[config.mk]
export PLATFORM = sky130hd
export DESIGN_NAME = cmp_arbiter
export DESIGN_NICKNAME = d
export VERILOG_FILES = /design/src/rtl/cmp_pkg.sv /design/src/rtl/cmp_unit.sv /design/src/rtl/cmp_arbiter.sv
export SDC_FILE = /design/constraint.sdc
export NUM_CORES = 1
export LEC_CHECK = 0
export ABC_AREA = 1
export BUFFER_PORTS_ARGS = -buffer_cell sky130_fd_sc_hd__buf_2
export CORE_MARGIN = 2
export CORE_UTILIZATION = 30
export CTS_CLUSTER_DIAMETER = 120
export DETAILED_ROUTE_END_ITERATION = 6
export PLACE_DENSITY = 0.63
export RECOVER_POWER = 100
export SLEW_MARGIN = 40
export SYNTH_ARGS = -nofsm -noshare
export SYNTH_HDL_FRONTEND = slang
export SYNTH_HIERARCHICAL = 1
export SYNTH_SLANG_ARGS = --single-unit
[constraint.sdc]
create_clock -name clk -period 2.1 [get_ports clk]
set_clock_uncertainty 0.2 [all_clocks]
set_input_delay 0.105 -clock clk [delete_from_list [all_inputs] [get_ports clk]]
set_output_delay 0.105 -clock clk [all_outputs]
set_load 0.01 [all_outputs]
[src/rtl/cmp_pkg.sv]
// Shared definitions for the compare arbiter: compare-mode encodings and
// the output slot state type.
package cmp_pkg;

  localparam logic [1:0] CMP_EQ  = 2'd0;
  localparam logic [1:0] CMP_XGT = 2'd1;
  localparam logic [1:0] CMP_YGT = 2'd2;
  localparam logic [1:0] CMP_MAX = 2'd3;

  typedef enum logic {
    SLOT_EMPTY = 1'b0,
    SLOT_FULL  = 1'b1
  } slot_state_t;

endpackage

[src/rtl/cmp_unit.sv]
// Combinational unsigned comparison unit. The 1-bit results are
// zero-extended; MAX returns the larger operand.
module cmp_unit
  import cmp_pkg::*;
#(
  parameter int DATA_W = 4
) (
  input  logic [1:0]        i_mode,
  input  logic [DATA_W-1:0] i_x,
  input  logic [DATA_W-1:0] i_y,
  output logic [DATA_W-1:0] o_result
);

  always_comb begin
    // NOTE: defaulting every output before the case keeps this block free of inferred latches.
    o_result = '0;
    unique case (i_mode)
      CMP_EQ:  o_result[0] = (i_x == i_y);
      CMP_XGT: o_result[0] = (i_x > i_y);
      CMP_YGT: o_result[0] = (i_y > i_x);
      CMP_MAX: o_result    = (i_x > i_y) ? i_x : i_y;
      default: o_result    = '0;
    endcase
  end

endmodule

[src/rtl/cmp_arbiter.sv]
// Two-requester round-robin arbiter sharing one cmp_unit, with a single
// registered, backpressured response slot.
module cmp_arbiter
  import cmp_pkg::*;
#(
  parameter int DATA_W = 4
) (
  input  logic              clk,
  input  logic              rst_n,
  input  logic              req0_valid,
  output logic              req0_ready,
  input  logic [1:0]        req0_mode,
  input  logic [DATA_W-1:0] req0_x,
  input  logic [DATA_W-1:0] req0_y,
  input  logic              req1_valid,
  output logic              req1_ready,
  input  logic [1:0]        req1_mode,
  input  logic [DATA_W-1:0] req1_x,
  input  logic [DATA_W-1:0] req1_y,
  output logic              rsp_valid,
  input  logic              rsp_ready,
  output logic              rsp_id,
  output logic [DATA_W-1:0] rsp_data
);

  slot_state_t       r_state;
  logic              r_prio;
  logic              r_rsp_id;
  logic [DATA_W-1:0] r_rsp_data;

  logic              w_slot_free;
  logic              w_grant0;
  logic              w_grant1;
  logic              w_grant;
  logic [1:0]        w_mode;
  logic [DATA_W-1:0] w_x;
  logic [DATA_W-1:0] w_y;
  logic [DATA_W-1:0] w_result;

  // Gating with rst_n keeps both readies low while reset is held, even
  // though the slot reads as empty then.
  assign w_slot_free = rst_n && ((r_state == SLOT_EMPTY) || rsp_ready);
  assign w_grant0    = w_slot_free && req0_valid && (!req1_valid || (r_prio == 1'b0));
  assign w_grant1    = w_slot_free && req1_valid && (!req0_valid || (r_prio == 1'b1));
  assign w_grant     = w_grant0 || w_grant1;

  assign w_mode = w_grant1 ? req1_mode : req0_mode;
  assign w_x    = w_grant1 ? req1_x    : req0_x;
  assign w_y    = w_grant1 ? req1_y    : req0_y;

  cmp_unit #(
    .DATA_W (DATA_W)
  ) u_cmp_unit (
    .i_mode   (w_mode),
    .i_x      (w_x),
    .i_y      (w_y),
    .o_result (w_result)
  );

  always_ff @(posedge clk or negedge rst_n) begin
    if (!rst_n) begin
      r_state    <= SLOT_EMPTY;
      r_prio     <= 1'b0;
      r_rsp_id   <= 1'b0;
      r_rsp_data <= '0;
    end else if (w_grant) begin
      // NOTE: non-blocking assignments so every flop samples pre-edge values.
      r_state    <= SLOT_FULL;
      r_rsp_data <= w_result;
      r_rsp_id   <= w_grant1;
      r_prio     <= ~w_grant1;
    end else if (rsp_ready) begin
      r_state <= SLOT_EMPTY;
    end
  end

  assign req0_ready = w_grant0;
  assign req1_ready = w_grant1;
  assign rsp_valid  = (r_state == SLOT_FULL);
  assign rsp_id     = r_rsp_id;
  assign rsp_data   = r_rsp_data;

endmodule
==> results.md, run 1 <==
* Status: finished, violations left
* Failing checks: setup timing
* Async SR Flop Fraction at 100%
* Period minus WS final at 2.24 ns
* Initial drt markers at 8
* RSZ-0062 raised after global routing: true
* DRC viols at 0
* FMAX at 446 MHz
* Accumulated negative setup slack at -0.506 ns
* Synth cell count leaders: nand2_1 (57), inv_1 (13), dfrtp_1 (7), nand3_1 (7), a21oi_1 (5)
* Clk buf depth at 2
* Chip height at 51.6 um
* Final RePlAce weighted congestion at ~0.84
* Clk slew on worst S/H paths at roughly 0.050 ns
* Top Ports at 33
* Share of the synthesized area in the top cell type at 31.5%
* Post-Synthesis Cells at 109
* Clk sinks at 7
* Setup crit start kind: flop
* Simple-Gate Fraction of Synth Area at 44.4%
* Post-synthesis register bit count at 7
* Max-cap violations at 0
* Die area at 2660 sq um
* Post-DRT Antenna Nets at 0
* Most instantiated library cell after synthesis: nand2_1
* H-tree levels at 1
* WL per Instance at around 10 um
* Multiplexer area fraction after synthesis at 0%
* Power Total at slightly below 0.8 mW
* Critical R2R Launch: r_prio
* Adder-cell area share of the yosys netlist at 7.37%
* Worst-margin pin slew at 0.422 ns
* Register area share after synthesis at between 20% and 30%
* Die X at 51.6 um
* Mapped Avg Cell Area at between 6 and 7 sq um
* Cell Pwr Density at 633 nW/um^2
* Number of synthesized flops with an enable pin at 0
* First-pass GRT wire length at 3510 um
* Post-synthesis compound-gate area fraction at between 10 and 15%
* Largest family of logic cells by synthesized area: simple AND/OR/NAND/NOR gates
* Final hold viol count at 0
* Port buffer count at 32
* Min-Delay Endpoint: rsp_data[2]
* Post-synth top area cell: nand2_1
* Overall routed net length at 2060 um
* Netlist cell types at 17
* Area contributors post-synth: nand2_1 (31%), dfrtp_1 (26%), ha_1 (7.4%)
* Worst R2R Setup Slack at -0.14 ns
* Tcrit/Tclk final at 107%
* Warnings from Yosys at 6
* Final worst slack at -0.142 ns
* Max_slew headroom at 71.9%
* Clk_lat worst skew at 0.26 ns
* CTS tree: done
* Req. time, crit path at 2.04 ns
* Vias per cell at 4.51
* Critical Path AT at 2.19 ns
* Vias in the first global route at 868
* Area delta synth->final at 81.2%
* Inserted Diodes at 0
* Share of layout cells above drive strength 1 at roughly 50%
* Congestion Overflow GR at 0
* Critical path class: reg -> reg
* Antenna violations before repair at 0
* Final Slew Violations at 0
* Largest net degree at the start of global routing at 10
* Worst Hold Depth at 5
* Pre-antenna DRT Iters at 3
* Core outline area at 2170 sq um
* Post-DP HPWL at between 1000 and 1500 um
* Final setup fails at 4
* TritonCTS buffer count at 3
* Clk root buf: clkbuf_4
* GRT Overall Usage at 17.3%
* Synthesized net count at 138
* Via count at 889
* Initial core utilization at a little under a third
* Reg2Reg Depth at 16
* FP Rows at 17
* HP Class: in -> reg
* Post-Synth XOR/XNOR Area at 0%
* Cell leakage power at 0.702 nW
* Worst reg2reg path endpoint: rsp_data[1]
* Worst VDD drop at 0.000323 V
* Primary FF master, synth: dfrtp_1
* Hold Path Origin: req1_valid
* Final nets at 199
* Cell Area, Synth at 679 sq um
* Crit. End Element: flop
* CP Max Fanout at 8
kinds of logic (layout without fill, tap and decap cells):
logic type | Yosys count | in the layout
and+or+nand+nor | 70 | 70
buffers and inverters | 17 | 77
AOI/OAI and AO/OA | 11 | 11
DFF | 7 | 7
adders and majority gates | 4 | 4
routing by layer:
layer  vias to the layer above  global-route usage, %  share of wire (%)
li1                        462                      -                  -
met3                         5                   2.30                5.8
met5                         -                      0                  0
met4                         0                   9.21                2.0
met2                        32                   32.5                 52
met1                       390                   18.6                 40
registers in the layout, indices dropped and copies added (netlist names):
name and cells:
r_prio 1, rsp_data 4, rsp_id 1, rsp_valid 1
power breakdown:
group | total [mW] | internal (mW) | switching [mW]
registers | 0.191 | 0.169 | 0.0222
logic | 0.464 | 0.220 | 0.245
clock network | 0.124 | 0.0726 | 0.0515
timing repair:
action                     4_1_cts  5_1_grt
setup endpoints to repair        4        4
gates resized for setup         25       10
buffers inserted                10        1
cloned                           1        0
hold endpoints to repair         8        0
hold buffers                     2        0
pin swaps                       21        9
layout by cell type (no fill, tap or decap):
| cell type | n |
|---|---|
| a21boi_4 | 1 |
| nand3_2 | 1 |
| nor3b_1 | 1 |
| a21oi_1 | 3 |
| buf_12 | 1 |
| a21oi_4 | 1 |
| buf_6 | 1 |
| o21ai_2 | 1 |
| nand2_1 | 47 |
| dlygate4sd3_1 | 2 |
| nand3_4 | 1 |
| clkinv_4 | 1 |
| inv_1 | 8 |
| ha_4 | 3 |
| clkbuf_1 | 8 |
| dfrtp_1 | 7 |
| buf_4 | 20 |
| buf_2 | 26 |
| a21oi_2 | 3 |
| inv_2 | 6 |
| ha_1 | 1 |
| clkinv_2 | 1 |
| o21ai_1 | 2 |
| nand2_4 | 9 |
| nand3_1 | 6 |
| nand2_8 | 1 |
| clkbuf_4 | 3 |
| nand2_2 | 4 |
worst max path at each step:
| stage | depth (start not counted) | endpoint | startpoint | slack, ns |
|---|---|---|---|---|
| 2_1_floorplan | 18 | rsp_data[0] | rsp_valid | -0.11 |
| 3_3_place_gp | 14 | rsp_data[1] | rsp_valid | -0.12 |
| 3_5_place_dp | 14 | rsp_data[1] | rsp_valid | -0.18 |
| 4_1_cts | 16 | rsp_data[0] | rsp_valid | -0.14 |
| 5_1_grt | 17 | rsp_data[0] | r_prio | -0.26 |
| 6_report | 16 | rsp_data[1] | r_prio | -0.14 |
metrics by stage:
stage / std cells / util, % / hold WS, ns / instance area [sq um] / setup slack (ns)
6_report: 197 / 56.7 / 0.0828 / 1230 / -0.142
4_1_cts: 196 / 55.1 / 0.0875 / 1200 / -0.140
3_3_place_gp: 180 / 44.5 / -0.171 / 966 / -0.116
5_1_grt: 197 / 56.7 / 0.114 / 1230 / -0.263
2_1_floorplan: 109 / - / -0.391 / 679 / -0.107
3_5_place_dp: 180 / 44.5 / -0.171 / 966 / -0.180
final cells by class:
class,count,area [sq um]
Clock buffer,4,26.3
Fill cell,223,938
Inverter,15,61.3
Multi-Input combinational cell,85,571
Sequential cell,7,175
Tap cell,28,35.0
Timing Repair Buffer,57,358
Timing Repair inverter,1,5.00
critical path, stage by stage (launching register included):
cell	delay [ns]
dfrtp_1	0.35
inv_2	0.06
a21boi_4	0.17
nand2_4	0.11
buf_12	0.16
nand2_4	0.07
nand2_4	0.06
ha_4	0.27
nand2_2	0.05
inv_2	0.08
nand2_2	0.07
nand2_4	0.10
nand2_8	0.08
o21ai_2	0.14
a21oi_2	0.04
nand2_1	0.06
nand2_1	0.05
Note: power is estimated with default switching activity, not from simulation.
==> inputs of run 2 (changes only) <==
--- a/config.mk
+++ b/config.mk
@@ -6,7 +6,7 @@
 export NUM_CORES = 1
 export LEC_CHECK = 0
 export ABC_AREA = 1
-export BUFFER_PORTS_ARGS = -buffer_cell sky130_fd_sc_hd__buf_2
+export BUFFER_PORTS_ARGS = -buffer_cell sky130_fd_sc_hd__buf_4
 export CORE_MARGIN = 2
 export CORE_UTILIZATION = 30
 export CTS_CLUSTER_DIAMETER = 120
==> results.md, run 2 (same netlist as run 1, synthesis figures left out) <==
* Status: finished, violations left
* Failing checks: setup timing
* Congestion Overflow GR at 0 (unchanged)
* Worst reg2reg path endpoint: rsp_data[0]
* Reg2Reg Depth at 18 (+2)
* Tcrit/Tclk final at 106% (-0.49 points)
* Setup crit start kind: flop
* Max-cap violations at 0 (unchanged)
* DRC viols at 0 (unchanged)
* Internal cell power at 0.481 mW (+4.3%)
* Worst VDD drop at 0.000343 V (+6.3%)
* Cell Pwr Density at 590 nW/um^2 (-6.8%)
* Vias per cell at 4.42 (-2.0%)
* Min-Delay Endpoint: rsp_data[3]
* Sequential share of power at 24.0% (-0.5 points)
* Final RePlAce weighted congestion at 0.796 (-4.9%)
* Clock power frac at 15.5% (-0.4 points)
* Die X at 51.6 um (unchanged)
* Initial core utilization at 31.3% (unchanged)
* Final nets at 204 (+2.5%)
* Max FFs per register at 4 (unchanged)
* Post-placement cell area at 1050 sq um (+9.1%)
* GRT Overall Usage at 16.6% (-0.72 points)
* Critical path class: reg -> reg
* CTS tree: done
* H-tree levels at 1 (unchanged)
* Share of layout cells above drive strength 1 at 58.0% (+8.3 points)
* Final hold viol count at 0 (unchanged)
* Worst R2R Setup Slack at -0.13 ns (about the same)
* Die area at 2660 sq um (unchanged)
* Post-DP HPWL at 1430 um (+2.3%)
* Period minus WS final at 2.23 ns (-0.0103 ns)
* Vias in the first global route at 839 (-3.3%)
* Dpl cells at 181 (+0.56%)
* Final setup fails at 4 (unchanged)
* Clk sinks at 7 (unchanged)
* First-pass GRT wire length at 3350 um (-4.7%)
* Final worst slack at -0.132 ns (+0.0103 ns)
* Overall routed net length at 2090 um (+1.9%)
* Critical Path AT at 2.21 ns (+0.02 ns)
* Inserted Diodes at 0 (unchanged)
* TritonCTS buffer count at 3 (unchanged)
* Power Total at 0.783 mW (+0.49%)
* Worst-margin pin slew at 0.417 ns (-0.00510 ns)
* Port buffer count at 32 (unchanged)
* Cell leakage power at 0.741 nW (+5.7%)
* Via count at 893 (+0.45%)
* RSZ-0062 raised after global routing: true
* Hold Path Origin: req1_valid
* Core outline area at 2170 sq um (unchanged)
* Max_slew headroom at 72.2% (+0.34 points)
* Req. time, crit path at 2.08 ns (+0.04 ns)
* HP Class: in -> reg
* Clk_lat worst skew at 0.25 ns (about the same)
* Area delta synth->final at 95.4%
* Clk root buf: clkbuf_4
* Final Slew Violations at 0 (unchanged)
* Largest net degree at the start of global routing at 10 (unchanged)
* Chip height at 51.6 um (unchanged)
* Pre-antenna DRT Iters at 4 (+1)
* Switching Share at 38.6% (-2.2 points)
* Crit. End Element: flop
* Critical R2R Launch: r_prio
* Most common cell after layout, fill and taps aside: buf_4
* Place WS at -0.162 ns (+0.0177 ns)
* Final instance area at 1330 sq um (+7.8%)
* Net Switching at 0.302 mW (-5.0%)
* Post-DRT Antenna Nets at 0 (unchanged)
* FP Rows at 17 (unchanged)
* FMAX at 448 MHz (+0.46%)
* Top Ports at 33 (unchanged)
* Antenna violations before repair at 0 (unchanged)
* CP Max Fanout at 8 (unchanged)
* Worst Hold Depth at 5 (unchanged)
* WL per Instance at 10.4 um (-0.62%)
* Post-Layout Cell Count at 202 (+2.5%)
* Initial drt markers at 9 (+1)
* Comb pwr share at 60.5% (+0.9 points)
* Clk buf depth at 2 (unchanged)
* Clk slew on worst S/H paths at 0.06 ns (about the same)
* Most frequent cells in the layout: buf_4 (52), nand2_1 (38), nand2_2 (18)
[run 2: worst max path at each step]
stage                    from          end  slack (ns)  cells past startpoint
floorplan           rsp_valid  rsp_data[0]       -0.11                     18
global placement    rsp_valid  rsp_data[1]       -0.11                     14
CTS                 rsp_valid  rsp_data[0]       -0.12                     19
detailed placement  rsp_valid  rsp_data[0]       -0.16                     15
finish                 r_prio  rsp_data[0]       -0.13                     18
global route           r_prio  rsp_data[0]       -0.24                     18
[run 2: power by group through the flow]
stage	Combinational, mW	Clock, mW	Sequential, mW
2_1_floorplan	0.184	0	0.204
3_3_place_gp	0.356	0	0.189
3_5_place_dp	0.362	0	0.190
4_1_cts	0.429	0.127	0.189
5_1_grt	0.518	0.138	0.190
6_report	0.474	0.122	0.188
[run 2: layer usage]
layer | part of all wire (%) | track usage (%) | up-vias
met1 | 37 | 17.2 | 397
met2 | 57 | 33.1 | 31
met4 | 0 | 6.58 | 0
met3 | 6.2 | 2.01 | 0
li1 | - | - | 465
met5 | 0 | 0 | -
[run 2: layout make-up]
type / count / area, sq um
Clock buffer: 4 / 26.3
Fill cell: 210 / 842
Inverter: 15 / 61.3
Multi-Input combinational cell: 85 / 558
Sequential cell: 7 / 175
Tap cell: 28 / 35.0
Timing Repair Buffer: 63 / 472
[run 2: repair_timing]
action / CTS / global route
hold buffers: 2 / 0
buffers inserted: 10 / 5
hold endpoints to repair: 8 / 0
gates resized for setup: 21 / 20
endpoints found under the setup margin: 4 / 4
pin swaps: 15 / 21
[run 2: worst max-delay path, stage by stage (launching register included)]
cell and delay, ns:
dfrtp_1 0.38, inv_2 0.08, a21boi_4 0.06, nand2_4 0.11, clkinv_4 0.09, buf_6 0.14, nand2_2 0.05, nand2_2 0.07
ha_4 0.27, nand2_2 0.05, inv_2 0.06, nand2_2 0.07, nand2_4 0.07, nand2_4 0.08, nand2_2 0.08, nand2_2 0.05
a21oi_2 0.12, nand2_1 0.06, nand2_1 0.07
[run 2: metrics by stage]
step | util [%] | hold WS (ns) | setup TNS (ns)
finish | 61.2 | 0.0773 | -0.435
global route | 61.2 | 0.101 | -0.916
CTS | 57.4 | 0.0695 | -0.393
detailed placement | 48.6 | -0.177 | -0.609
global placement | 48.6 | -0.178 | -0.415
floorplan | - | -0.391 | -0.350
==> inputs of run 3 (changes only) <==
--- a/config.mk
+++ b/config.mk
@@ -7,6 +7,7 @@
 export LEC_CHECK = 0
 export ABC_AREA = 1
 export BUFFER_PORTS_ARGS = -buffer_cell sky130_fd_sc_hd__buf_4
+export CORE_ASPECT_RATIO = 1.4
 export CORE_MARGIN = 2
 export CORE_UTILIZATION = 30
 export CTS_CLUSTER_DIAMETER = 120
==> results.md, run 3 (same netlist as run 1, synthesis figures left out) <==
* Crit. End Element: flop
* Initial drt markers at 10 (+1)
* Vias per cell at 4.62 (+4.4%)
* Sequential share of power at 23.9% (about the same)
* Final Slew Violations at 0 (unchanged)
* CTS tree: done
* Largest net degree at the start of global routing at 11 (+1)
* First-pass GRT wire length at 3720 um (+11%)
* Filler instances at 213 (+1.4%)
* Clk root buf: clkbuf_4
* Crit-path slowest cell: dfrtp_1
* CP cell instances: inv_2 > a21boi_4 > nand2_4 > inv_8 > buf_4 > nand2_1 > nand2_4 > ha_4 > nand2_2 > inv_2 > nand2_2 > nand2_4 > nand2_4 > nand2_2 > nand3_2 > a21oi_2 > nand2_1 > nand2_1
* Final RePlAce weighted congestion at 0.802 (+0.75%)
* Net Switching at 0.311 mW (+2.7%)
* Final worst slack at -0.197 ns (-0.0651 ns)
* Die area at 2670 sq um (+0.19%)
* Clk buf depth at 2 (unchanged)
* Congestion Overflow GR at 0 (unchanged)
* Max-cap violations at 0 (unchanged)
* Inserted Diodes at 0 (unchanged)
* Final setup fails at 4 (unchanged)
* CP Max Fanout at 7 (-1)
* Period minus WS final at 2.30 ns (+0.0651 ns)
* Clk sinks at 7 (unchanged)
* Status: finished, violations left
* Hold WS at 0.0812 ns (+0.00391 ns)
* Worst-margin pin slew at 0.437 ns (+0.0198 ns)
* Core outline area at 2150 sq um (-0.81%)
* Share of layout cells above drive strength 1 at 55.5% (-2.6 points)
* HP Class: in -> reg
* Grt met1 use at 16.8% (-0.41 points)
* Met2 GRT Util at 38.7% (+5.5 points)
* GR peak layer: met2
* Pre-antenna DRT Iters at 4 (unchanged)
* Cell family with most CP delay: simple AND/OR/NAND/NOR gates
* Top Ports at 33 (unchanged)
* Clk slew on worst S/H paths at 0.05 ns (about the same)
* Clock power frac at 15.6% (about the same)
* Post-DRT Antenna Nets at 0 (unchanged)
* Slowest stage delay, CP at 0.39 ns (about the same)
* Most frequent cells in the layout: buf_4 (51), nand2_1 (40), nand2_2 (14)
* Initial core utilization at 31.6% (+0.25 points)
* Comb pwr share at 60.5% (about the same)
* GRT Overall Usage at 18.5% (+1.9 points)
* Clk_lat worst skew at 0.25 ns (about the same)
* Antenna violations before repair at 0 (unchanged)
* Max FFs per register at 4 (unchanged)
* Max_slew headroom at 70.9% (-1.3 points)
* Port buffer count at 32 (unchanged)
* RSZ-0062 raised after global routing: true
* Cell leakage power at 0.731 nW (-1.4%)
* DRC viols at 0 (unchanged)
* Most common cell after layout, fill and taps aside: buf_4
* TritonCTS buffer count at 3 (unchanged)
* Tcrit/Tclk final at 109% (+3.1 points)
* WL per Instance at 11.1 um (+7.0%)
* Crit path buffers/inverters at 4 (unchanged)
* Die X at 44.2 um (-14%)
* Worst VDD drop at 0.000278 V (-19%)
* Critical path class: reg -> reg
* Switching Share at 39.3% (+0.72 points)
* Setup crit start kind: flop
* Failing checks: setup timing
* Critical Path AT at 2.29 ns (+0.08 ns)
* Final nets at 203 (-0.49%)
* Post-DP HPWL at 1550 um (+8.8%)
* Met3 track demand over resource at 2.72% (+0.71 points)
* FMAX at 435 MHz (-2.8%)
* Area delta synth->final at 93.2%
* Place WS at -0.188 ns (-0.0264 ns)
* Req. time, crit path at 2.09 ns (about the same)
* Vias in the first global route at 1000 (+19%)
* Chip height at 60.3 um (+17%)
* Final hold viol count at 0 (unchanged)
* Overall routed net length at 2160 um (+3.2%)
* Via count at 900 (+0.78%)
* H-tree levels at 1 (unchanged)
* Internal cell power at 0.479 mW (-0.38%)
* Critical path's most frequent cell: nand2_4
* FP Rows at 20 (+3)
* Cell Pwr Density at 601 nW/um^2 (+2.0%)
## run 3: layout make-up
class,instances,area (sq um),area share [%]
multi-input cells,85,561,42.7
repair buffers,62,459,35.0
flip-flops and latches,7,175,13.3
inverters,15,63.8,4.86
well taps,22,27.5,2.10
clock buffers,4,26.3,2.00
## run 3: power groups by stage
| stage | Combinational, mW | Clock, mW | Sequential [mW] |
|---|---|---|---|
| 3_3_place_gp | 0.356 | 0 | 0.190 |
| 2_1_floorplan | 0.184 | 0 | 0.204 |
| 4_1_cts | 0.417 | 0.129 | 0.190 |
| 3_5_place_dp | 0.361 | 0 | 0.192 |
| 6_report | 0.477 | 0.123 | 0.189 |
| 5_1_grt | 0.530 | 0.137 | 0.192 |
## run 3: worst register-to-register path: stages (launching register included)
cell,delay (ns)
dfrtp_1,0.39
inv_2,0.08
a21boi_4,0.06
nand2_4,0.11
inv_8,0.05
buf_4,0.15
nand2_1,0.10
nand2_4,0.07
ha_4,0.26
nand2_2,0.05
inv_2,0.09
nand2_2,0.07
nand2_4,0.07
nand2_4,0.08
nand2_2,0.08
nand3_2,0.07
a21oi_2,0.13
nand2_1,0.05
nand2_1,0.07
## run 3: timing repair
action,CTS,global route
gates resized for setup,21,21
setup buffers,7,6
pin swaps,12,19
endpoints found under the hold margin,8,0
hold buffers,2,0
setup endpoints to repair,4,4
## run 3: worst paths after layout
check / from / end / slack, ns / depth (start not counted)
worst max-delay path: r_prio / rsp_data[0] / -0.20 / 18
worst min-delay path: req1_valid / rsp_data[0] / 0.08 / 5
worst max register to register: r_prio / rsp_data[0] / -0.20 / 18
worst min register to register: rsp_id / rsp_id / 0.26 / 2
max in group asynchronous: rst_n / rsp_id / 1.17 / 3
min in group asynchronous: rst_n / rsp_data[2] / 0.22 / 3
## run 3: through the flow
stage                     util (%)  setup TNS (ns)  total power, mW  std cells  area [sq um]
final                         61.0          -0.773            0.789        195          1310
after global routing          61.0           -1.26            0.860        195          1310
after CTS                     56.2          -0.406            0.736        189          1210
after detailed placement      48.4          -0.733            0.553        176          1040
after global placement        48.4          -0.570            0.545        176          1040
after floorplan                  -          -0.350            0.388        109           679
## run 3: per-layer routing
| metal | routed length, um | vias to the layer above |
|---|---|---|
| met4 | 56 | 0 |
| met5 | 0 | - |
| met2 | 1280 | 36 |
| li1 | - | 464 |
| met1 | 704 | 392 |
| met3 | 120 | 8 |
